File: src/rtl/any1_pkg.sv
// Shared types for the any1 fetch front end: aligner input record, fetch-queue
// entry layout and fetch-queue occupancy classification.
package any1_pkg;

  localparam int unsigned IFQ_DEPTH = 4;
  localparam int unsigned LINE_W    = 512;
  localparam int unsigned IP_W      = 32;

  typedef struct packed {
    logic              v;
    logic              predict_taken;
    logic [LINE_W-1:0] cacheline;
    logic [IP_W-1:0]   ip;
    logic [IP_W-1:0]   pip;
  } sInstAlignIn;

  typedef struct packed {
    logic              predict_taken;
    logic [LINE_W-1:0] cacheline;
    logic [IP_W-1:0]   ip;
    logic [IP_W-1:0]   pip;
  } sIFetchQEntry;

  typedef enum logic [1:0] {
    IfqEmpty,
    IfqPartial,
    IfqFull
  } ifq_state_e;

  function automatic ifq_state_e ifq_state(input int unsigned cnt, input int unsigned depth);
    if (cnt == 0) begin
      return IfqEmpty;
    end else if (cnt >= depth) begin
      return IfqFull;
    end
    return IfqPartial;
  endfunction

  function automatic sInstAlignIn mk_align_in(input logic v, input sIFetchQEntry e);
    sInstAlignIn r;
    r.v             = v;
    r.predict_taken = e.predict_taken;
    r.cacheline     = e.cacheline;
    r.ip            = e.ip;
    r.pip           = e.pip;
    return r;
  endfunction

endpackage

File: src/rtl/any1_ifq_ram.sv
// Fetch-queue storage: DEPTH entries, one synchronous write port and one
// asynchronous read port. Data is not reset.
module any1_ifq_ram
  import any1_pkg::*;
#(
  parameter int unsigned DEPTH = IFQ_DEPTH
) (
  input  logic                     clk_i,
  input  logic                     we_i,
  input  logic [$clog2(DEPTH)-1:0] waddr_i,
  input  sIFetchQEntry             wdata_i,
  input  logic [$clog2(DEPTH)-1:0] raddr_i,
  output sIFetchQEntry             rdata_o
);

  sIFetchQEntry mem_q [DEPTH];

  always_ff @(posedge clk_i) begin
    if (we_i) begin
      mem_q[waddr_i] <= wdata_i;
    end
  end

  assign rdata_o = mem_q[raddr_i];

endmodule

File: src/rtl/any1_ifetch_queue.sv
// Line-fetch queue between the I-cache and the instruction aligner. The oldest
// entry is held in a head register so the aligner sees a registered record.
module any1_ifetch_queue
  import any1_pkg::*;
#(
  parameter int unsigned DEPTH = IFQ_DEPTH
) (
  input  logic                   clk_i,
  input  logic                   rst_ni,
  input  logic                   flush_i,
  input  logic                   wr_i,
  output logic                   wr_rdy_o,
  input  logic [LINE_W-1:0]      line_i,
  input  logic [IP_W-1:0]        ip_i,
  input  logic [IP_W-1:0]        pip_i,
  input  logic                   pt_i,
  input  logic                   adv_i,
  output sInstAlignIn            o,
  output logic [$clog2(DEPTH):0] cnt_o
);

  localparam int unsigned PtrW = $clog2(DEPTH);
  localparam int unsigned CntW = PtrW + 1;

  logic [PtrW-1:0] rptr_q, rptr_d;
  logic [PtrW-1:0] wptr_q, wptr_d;
  logic [PtrW-1:0] rd_addr;
  logic [CntW-1:0] cnt_q, cnt_d;
  sInstAlignIn     head_q, head_d;
  sIFetchQEntry    wr_entry, rd_entry;
  ifq_state_e      state;
  logic            push, pop;

  always_comb begin
    state    = ifq_state(int'(cnt_q), DEPTH);
    pop      = adv_i & head_q.v;
    // A full queue still accepts a push when the head leaves the same cycle.
    wr_rdy_o = ~flush_i & ((state != IfqFull) | pop);
    push     = wr_i & wr_rdy_o;
    wr_entry.predict_taken = pt_i;
    wr_entry.cacheline     = line_i;
    wr_entry.ip            = ip_i;
    wr_entry.pip           = pip_i;
    rd_addr  = rptr_q + PtrW'(1);
  end

  any1_ifq_ram #(
    .DEPTH(DEPTH)
  ) u_ram (
    .clk_i  (clk_i),
    .we_i   (push),
    .waddr_i(wptr_q),
    .wdata_i(wr_entry),
    .raddr_i(rd_addr),
    .rdata_o(rd_entry)
  );

  always_comb begin
    rptr_d = rptr_q;
    wptr_d = wptr_q;
    cnt_d  = cnt_q;
    head_d = head_q;
    if (flush_i) begin
      rptr_d   = '0;
      wptr_d   = '0;
      cnt_d    = '0;
      head_d.v = 1'b0;
    end else begin
      if (push) begin
        wptr_d = wptr_q + PtrW'(1);
      end
      if (pop) begin
        rptr_d = rptr_q + PtrW'(1);
      end
      cnt_d = cnt_q + CntW'(push) - CntW'(pop);
      if (pop && (cnt_q > CntW'(1))) begin
        // Next-oldest entry is already in the array.
        head_d = mk_align_in(1'b1, rd_entry);
      end else if (push && ((cnt_q == '0) || pop)) begin
        // Queue is, or is becoming, empty: the incoming line bypasses to the head.
        head_d = mk_align_in(1'b1, wr_entry);
      end else if (pop) begin
        head_d.v = 1'b0;
      end
    end
  end

  always_ff @(posedge clk_i) begin
    if (!rst_ni) begin
      rptr_q <= '0;
      wptr_q <= '0;
      cnt_q  <= '0;
      head_q <= '0;
    end else begin
      rptr_q <= rptr_d;
      wptr_q <= wptr_d;
      cnt_q  <= cnt_d;
      head_q <= head_d;
    end
  end

  assign o     = head_q;
  assign cnt_o = cnt_q;

endmodule
File: config.mk
export PLATFORM = sky130hd
export DESIGN_NAME = any1_ifetch_queue
export DESIGN_NICKNAME = d
export VERILOG_FILES = /design/src/rtl/any1_pkg.sv /design/src/rtl/any1_ifq_ram.sv /design/src/rtl/any1_ifetch_queue.sv
export SDC_FILE = /design/constraint.sdc
export NUM_CORES = 2
export LEC_CHECK = 0
export ABC_AREA = 1
export CORE_UTILIZATION = 60
export CTS_CLUSTER_SIZE = 14
export DETAILED_ROUTE_END_ITERATION = 8
export PLACE_DENSITY_LB_ADDON = 0.15
export SYNTH_ARGS = -nofsm -noshare
export SYNTH_HDL_FRONTEND = slang
export SYNTH_SLANG_ARGS = --single-unit
File: constraint.sdc
create_clock -name clk_i -period 88.5 [get_ports clk_i]
set_input_delay 17.7 -clock clk_i [delete_from_list [all_inputs] [get_ports clk_i]]
set_output_delay 17.7 -clock clk_i [all_outputs]
set_load 0.01 [all_outputs]
# Word level (Yosys, flattened, before mapping)
# Memories as Yosys holds them, arrays and structs flattened.
# Index checks and enable logic that the tools add are counted.
# word_totals
ram_bits	2308
output_inout_bits	582
register_bits	585
elab_cells	41
input_bits	582
mem_count	1
# memory_table
name	depth	width	rd	rd_clocked_by_memory_dff	wr	line_no	text
u_ram.mem_q	4	577	1	0	1	any1_ifq_ram.sv:16	sIFetchQEntry mem_q [DEPTH];
# classes
n_reduce_logical	8
bitwise_logic	6
n_mux	11
eq_ne	1
add_sub_neg	4
magnitude_cmp	2
# op_table
op	count
$mux W578	1
$mux W577	1
$mux W1	6
$mux W2	3
$add A2 B1 Y2 const B	2
$add A3 B1 Y3	1
$and A1 B1 Y1	3
$ge A3 B3 Y1 const B	1
$gt A3 B1 Y1 const B	1
$logic_not A3 Y1	1
$reduce_bool A3 Y1	1
$sub A3 B1 Y3	1
$logic_and A1 B1 Y1	2
$ne A2 B2 Y1 const B	1
$not A1 Y1	2
$reduce_and A2 Y1	1
$reduce_bool A2 Y1	1
$reduce_or A2 Y1	1
$logic_or A1 B1 Y1	1
$or A1 B1 Y1	1

# Depth between registers and ports, before layout
# depth
ltp_word	11
depth_mapped	13
mapped_depth_nobuf	11

# Modules after synthesis
# Synthesis repeated with hierarchy kept, for this count alone.
# unflattened
cells_unflattened	14619
area_unflattened_um2	128380.6
# by_module_without_submodules
module	n_inst	seq_area_each_um2	area_each_um2	cells_per_inst
any1_ifq_ram	1	69306.5	96553.9	9047
any1_ifetch_queue	1	11711.2	31826.8	5572

# Least setup slack after synthesis
# OpenSTA, ideal clock, no wires.
# synth_path
kind	input -> register
start	input port adv_i
end	memory u_ram.mem_q[0][0] in the netlist's numbering (enable)
t_required_ps	86965
cell_stages	6
setup_ps	1535
arrival_time_ps	42057
setup_slack_ps	44908
path_buffers	0
path_cell_list	nand2_2 nand2_2 nand2_2 nor2_4 clkinv_1 nor2_1
# synth_via
elab_chain_len	6
# synth_lines
item	line_no	text
start: declaration	any1_ifetch_queue.sv:17	input logic adv_i,
$and A1 B1 Y1	any1_ifetch_queue.sv:36	pop = adv_i & head_q.v;
$or A1 B1 Y1	any1_ifetch_queue.sv:38	wr_rdy_o = ~flush_i & ((state != IfqFull) | pop);
$and A1 B1 Y1	any1_ifetch_queue.sv:38	
$and A1 B1 Y1	any1_ifetch_queue.sv:39	push = wr_i & wr_rdy_o;
$mux W1	any1_ifq_ram.sv:19	if (we_i) begin
$mux W1 (not written as such)	any1_ifq_ram.sv:20	mem_q[waddr_i] <= wdata_i;
end: declaration	any1_ifq_ram.sv:16	
# Every way passes these cells.

# Worst setup path after layout
# layout_path
start	input port adv_i
end	output port wr_rdy_o
# layout_via
elab_chain_len	3
# layout_lines
item	line_no	text
$and A1 B1 Y1	any1_ifetch_queue.sv:36	
$or A1 B1 Y1	any1_ifetch_queue.sv:38	
$and A1 B1 Y1	any1_ifetch_queue.sv:38	
end: declaration	any1_ifetch_queue.sv:12	output logic wr_rdy_o,
# Every way passes these cells.

==> results.sh <==
export IMPL_status="finished with violations"
export IMPL_violations="slew limit"
export IMPL_clk_path_buf_depth=4
export IMPL_cts_made_buffers=309
export IMPL_synth_top_cells_by_area="edfxtp_1 (56%), nand2_1 (19%), dfxtp_1 (9.5%), inv_1 (3.6%), nor2_1 (3.5%)"
export IMPL_post_synth_top_area_fraction_pct=56.0
export IMPL_critical_path_required_ns=70.80
export IMPL_crit_path_top_delay_cell="clkdlybuf4s50_1"
export IMPL_worst_slew_margin_rel_pct=-1.60
export IMPL_drt_antenna_violating_nets=0
export IMPL_synth_fp_nets=13900
export IMPL_clock_skew_final_ns=0.0633
export IMPL_yosysSeqAreaShare_pct=65.5
export IMPL_rsz0062_at_grt="no"
export IMPL_placement_cell_area_mm2=0.136
export IMPL_detail_route_first_pass_iterations=6
export IMPL_final_net_count=14700
export IMPL_synthSimpleGateAreaFrac_pct=25.0
export IMPL_ys_warn_count=0
export IMPL_maxSlewViolCount=34
export IMPL_timing_final_setup_violations=0
export IMPL_floorplan_io_pins=1164
export IMPL_setup_reg_to_reg_worst_slack_ns=82.95
export IMPL_avgSynthCellArea_um2=9.32
export IMPL_dp_hpwl_um=200000
export IMPL_insertion_delay_ns=0.95
export IMPL_drc_errors=0
export IMPL_synth_top_family_by_area="simple AND/OR/NAND/NOR gates"
export IMPL_layout_commonest_cell="nand2_1"
export IMPL_synth_edff_count=2308
export IMPL_initialDrtViolationCount=8362
export IMPL_drv_max_cap_violation_count=0
export IMPL_fp_dieH_um=456
export IMPL_timing_setup_tns_ns=0
export IMPL_synth_top_cell_by_area="edfxtp_1"
export IMPL_syn2layout_area_growth_pct=17.8
export IMPL_syn_area_mm2=0.124
export IMPL_cp_data_arrival_time_ns=19.32
export IMPL_globalRouteTotalUtil_pct=33.0
export IMPL_drive_above_1_share_pct=6.83
export IMPL_grt_pass1_vias=89500
export IMPL_detail_route_wl_per_cell_um=20.3
export IMPL_worst_setup_hold_path_clk_slew_ns=0.06
export IMPL_io_buffer_count=1163
export IMPL_cts_hold_repair_buffers=0
export IMPL_route_vias_total=91900
export IMPL_share_of_synthesized_registers_carrying_an_async_set_or_reset_pct=0
export IMPL_yosys_most_used_dff="edfxtp_1"
export IMPL_min_path_type="flip-flop to flip-flop"
export IMPL_timing_fmax_mhz=27.0
export IMPL_synth_fa_ha_area_share_pct=0.0971
export IMPL_drt_wl_total_um=350000
export IMPL_grt_max_degree=225
export IMPL_synth_cell_types=25
export IMPL_worstPathCellList="clkdlybuf4s50_1 > nand2_2 > nand2_2 > nand2_2 > inv_1 > clkdlybuf4s50_1"
export IMPL_p_leak_nw=63.3
export IMPL_timing_critical_path_fanout_max=3
export IMPL_cts_sinks=2893
export IMPL_layout_worst_path_cycle_share_pct=41.8
export IMPL_layout_cells_most_common_list="nand2_1 (6116), edfxtp_1 (2308), inv_1 (1171)"
export IMPL_synth_ff_latch_count=2893
export IMPL_floorplan_core_area_mm2=0.205
export IMPL_cts_tree="yes"
export IMPL_synth_compound_area_share_pct=2.37
export IMPL_initial_core_util_pct=60.4
export IMPL_finalHoldWorstSlack_ns=0.508
export IMPL_post_cts_buffers=0
export IMPL_final_hold_violation_count=0
export IMPL_num_rows=166
export IMPL_globalRouteOverflowTotal=0
export IMPL_max_slew_worst_pin_slew_ns=1.52
export IMPL_post_place_ws_ns=51.48
export IMPL_worst_path_most_repeated_cell="nand2_2"
export IMPL_vdd_drop_max_uv=17.6
export IMPL_wire_length_of_the_first_global_routing_pass_um=523000
export IMPL_post_synth_inst_count=13300
export IMPL_finalInstanceArea_mm2=0.146
export IMPL_cellPowerDensity_mw_per_mm2=20.4
export IMPL_final_critical_path_setup_slack_ns=51.48
export IMPL_fin_crit_ns=37.02
export IMPL_grt_antenna_before_repair=170
export IMPL_post_synth_xor_area_fraction_pct=0.00708
export IMPL_crit_path_start_kind="input port"
export IMPL_critical_path_max_stage_delay_ns=0.58
export IMPL_critPathKind="input port to output pin"
export IMPL_finalWeightedCongestion=0.854
export IMPL_cts_resized=0
export IMPL_post_synthesis_mux_area_share_pct=0
export IMPL_design_die_area_mm2=0.208
export IMPL_worstSetupEndpointType="output pin"
export IMPL_die_width_um=456
export IMPL_cts_htree_levels=5
export IMPL_viasPerCell=5.34
export IMPL_ctsRootBufferMaster="clkbuf_16"
==> sequential cells by signal, indices dropped and copies added, names as in the netlist <==
signal	count
rptr_q	2
wptr_q	2
u_ram.mem_q	2308
cnt_o	3
o	578
==> stage by stage <==
stage                     power [W]  instances  util [%]
after floorplan             0.00165      13300         -
after global placement      0.00173      16500      66.2
after detailed placement    0.00174      16500      66.2
after CTS                   0.00298      17100      71.0
after global routing        0.00306      17200      71.1
final                       0.00298      17200      71.1
==> cells in the mapped netlist, types with 5 or more instances <==
library cell  count
buf_6            16
dfxtp_1         585
inv_1          1171
nand3_1         207
nand2_1        6116
nor2_1         1162
clkbuf_1        101
o21ai_0         582
inv_2             5
buf_2           419
buf_8            41
nand2_2         407
ha_1              8
edfxtp_1       2308
buf_4           118
==> worst paths after layout <==
path,from,to,depth (start not counted)
worst min register to register,o[441]$_SDFFE_PN0P_,o[441]$_SDFFE_PN0P_,4
worst max-delay path,adv_i,wr_rdy_o,6
worst min-delay path,o[441]$_SDFFE_PN0P_,o[441]$_SDFFE_PN0P_,4
worst max register to register,o[577]$_SDFFE_PP0P_,u_ram.mem_q[1][103]$_DFFE_PP_,10
==> logic make-up (layout without fill, tap and decap cells) <==
group,Yosys count,after routing
flip-flops,2893,2893
adder cells (fa/ha/maj),9,9
AO/OA/AOI/OAI,587,587
AND/OR/NAND/NOR,7896,7896
buffers and inverters,1880,2994
XOR/XNOR,1,1
other,0,126
==> critical path: cells and delay by family <==
kind	cells	cell delay (ns)
buf+inv	3	1.30
simple gates	3	0.31
==> per-layer routing <==
layer	vias to the layer above	share of wire, %	global-route usage, %
met3	964	8.0	6.10
met1	43500	37	39.1
met5	-	0.14	0
met2	3957	47	52.7
li1	43300	-	-
met4	78	8.2	27.2
==> final cells by class <==
cell class	count	area, µm²
timing repair buffer	1273	12600
sequential	2893	81000
clock buffer	438	8840
inverter	1177	4440
multi-input combinational	8493	34100
fill	14700	59100
clock inverter	106	997
tap	2688	3360
antenna	126	315
==> power by group <==
group | internal (W) | switching (W) | leakage, nW | total [W]
clock | 0.000746 | 0.000517 | 4.87 | 0.00126
sequential | 0.00150 | 0.0000166 | 25.7 | 0.00152
combinational | 0.0000789 | 0.000113 | 32.7 | 0.000192
Note: power is estimated with default switching activity, not from simulation.
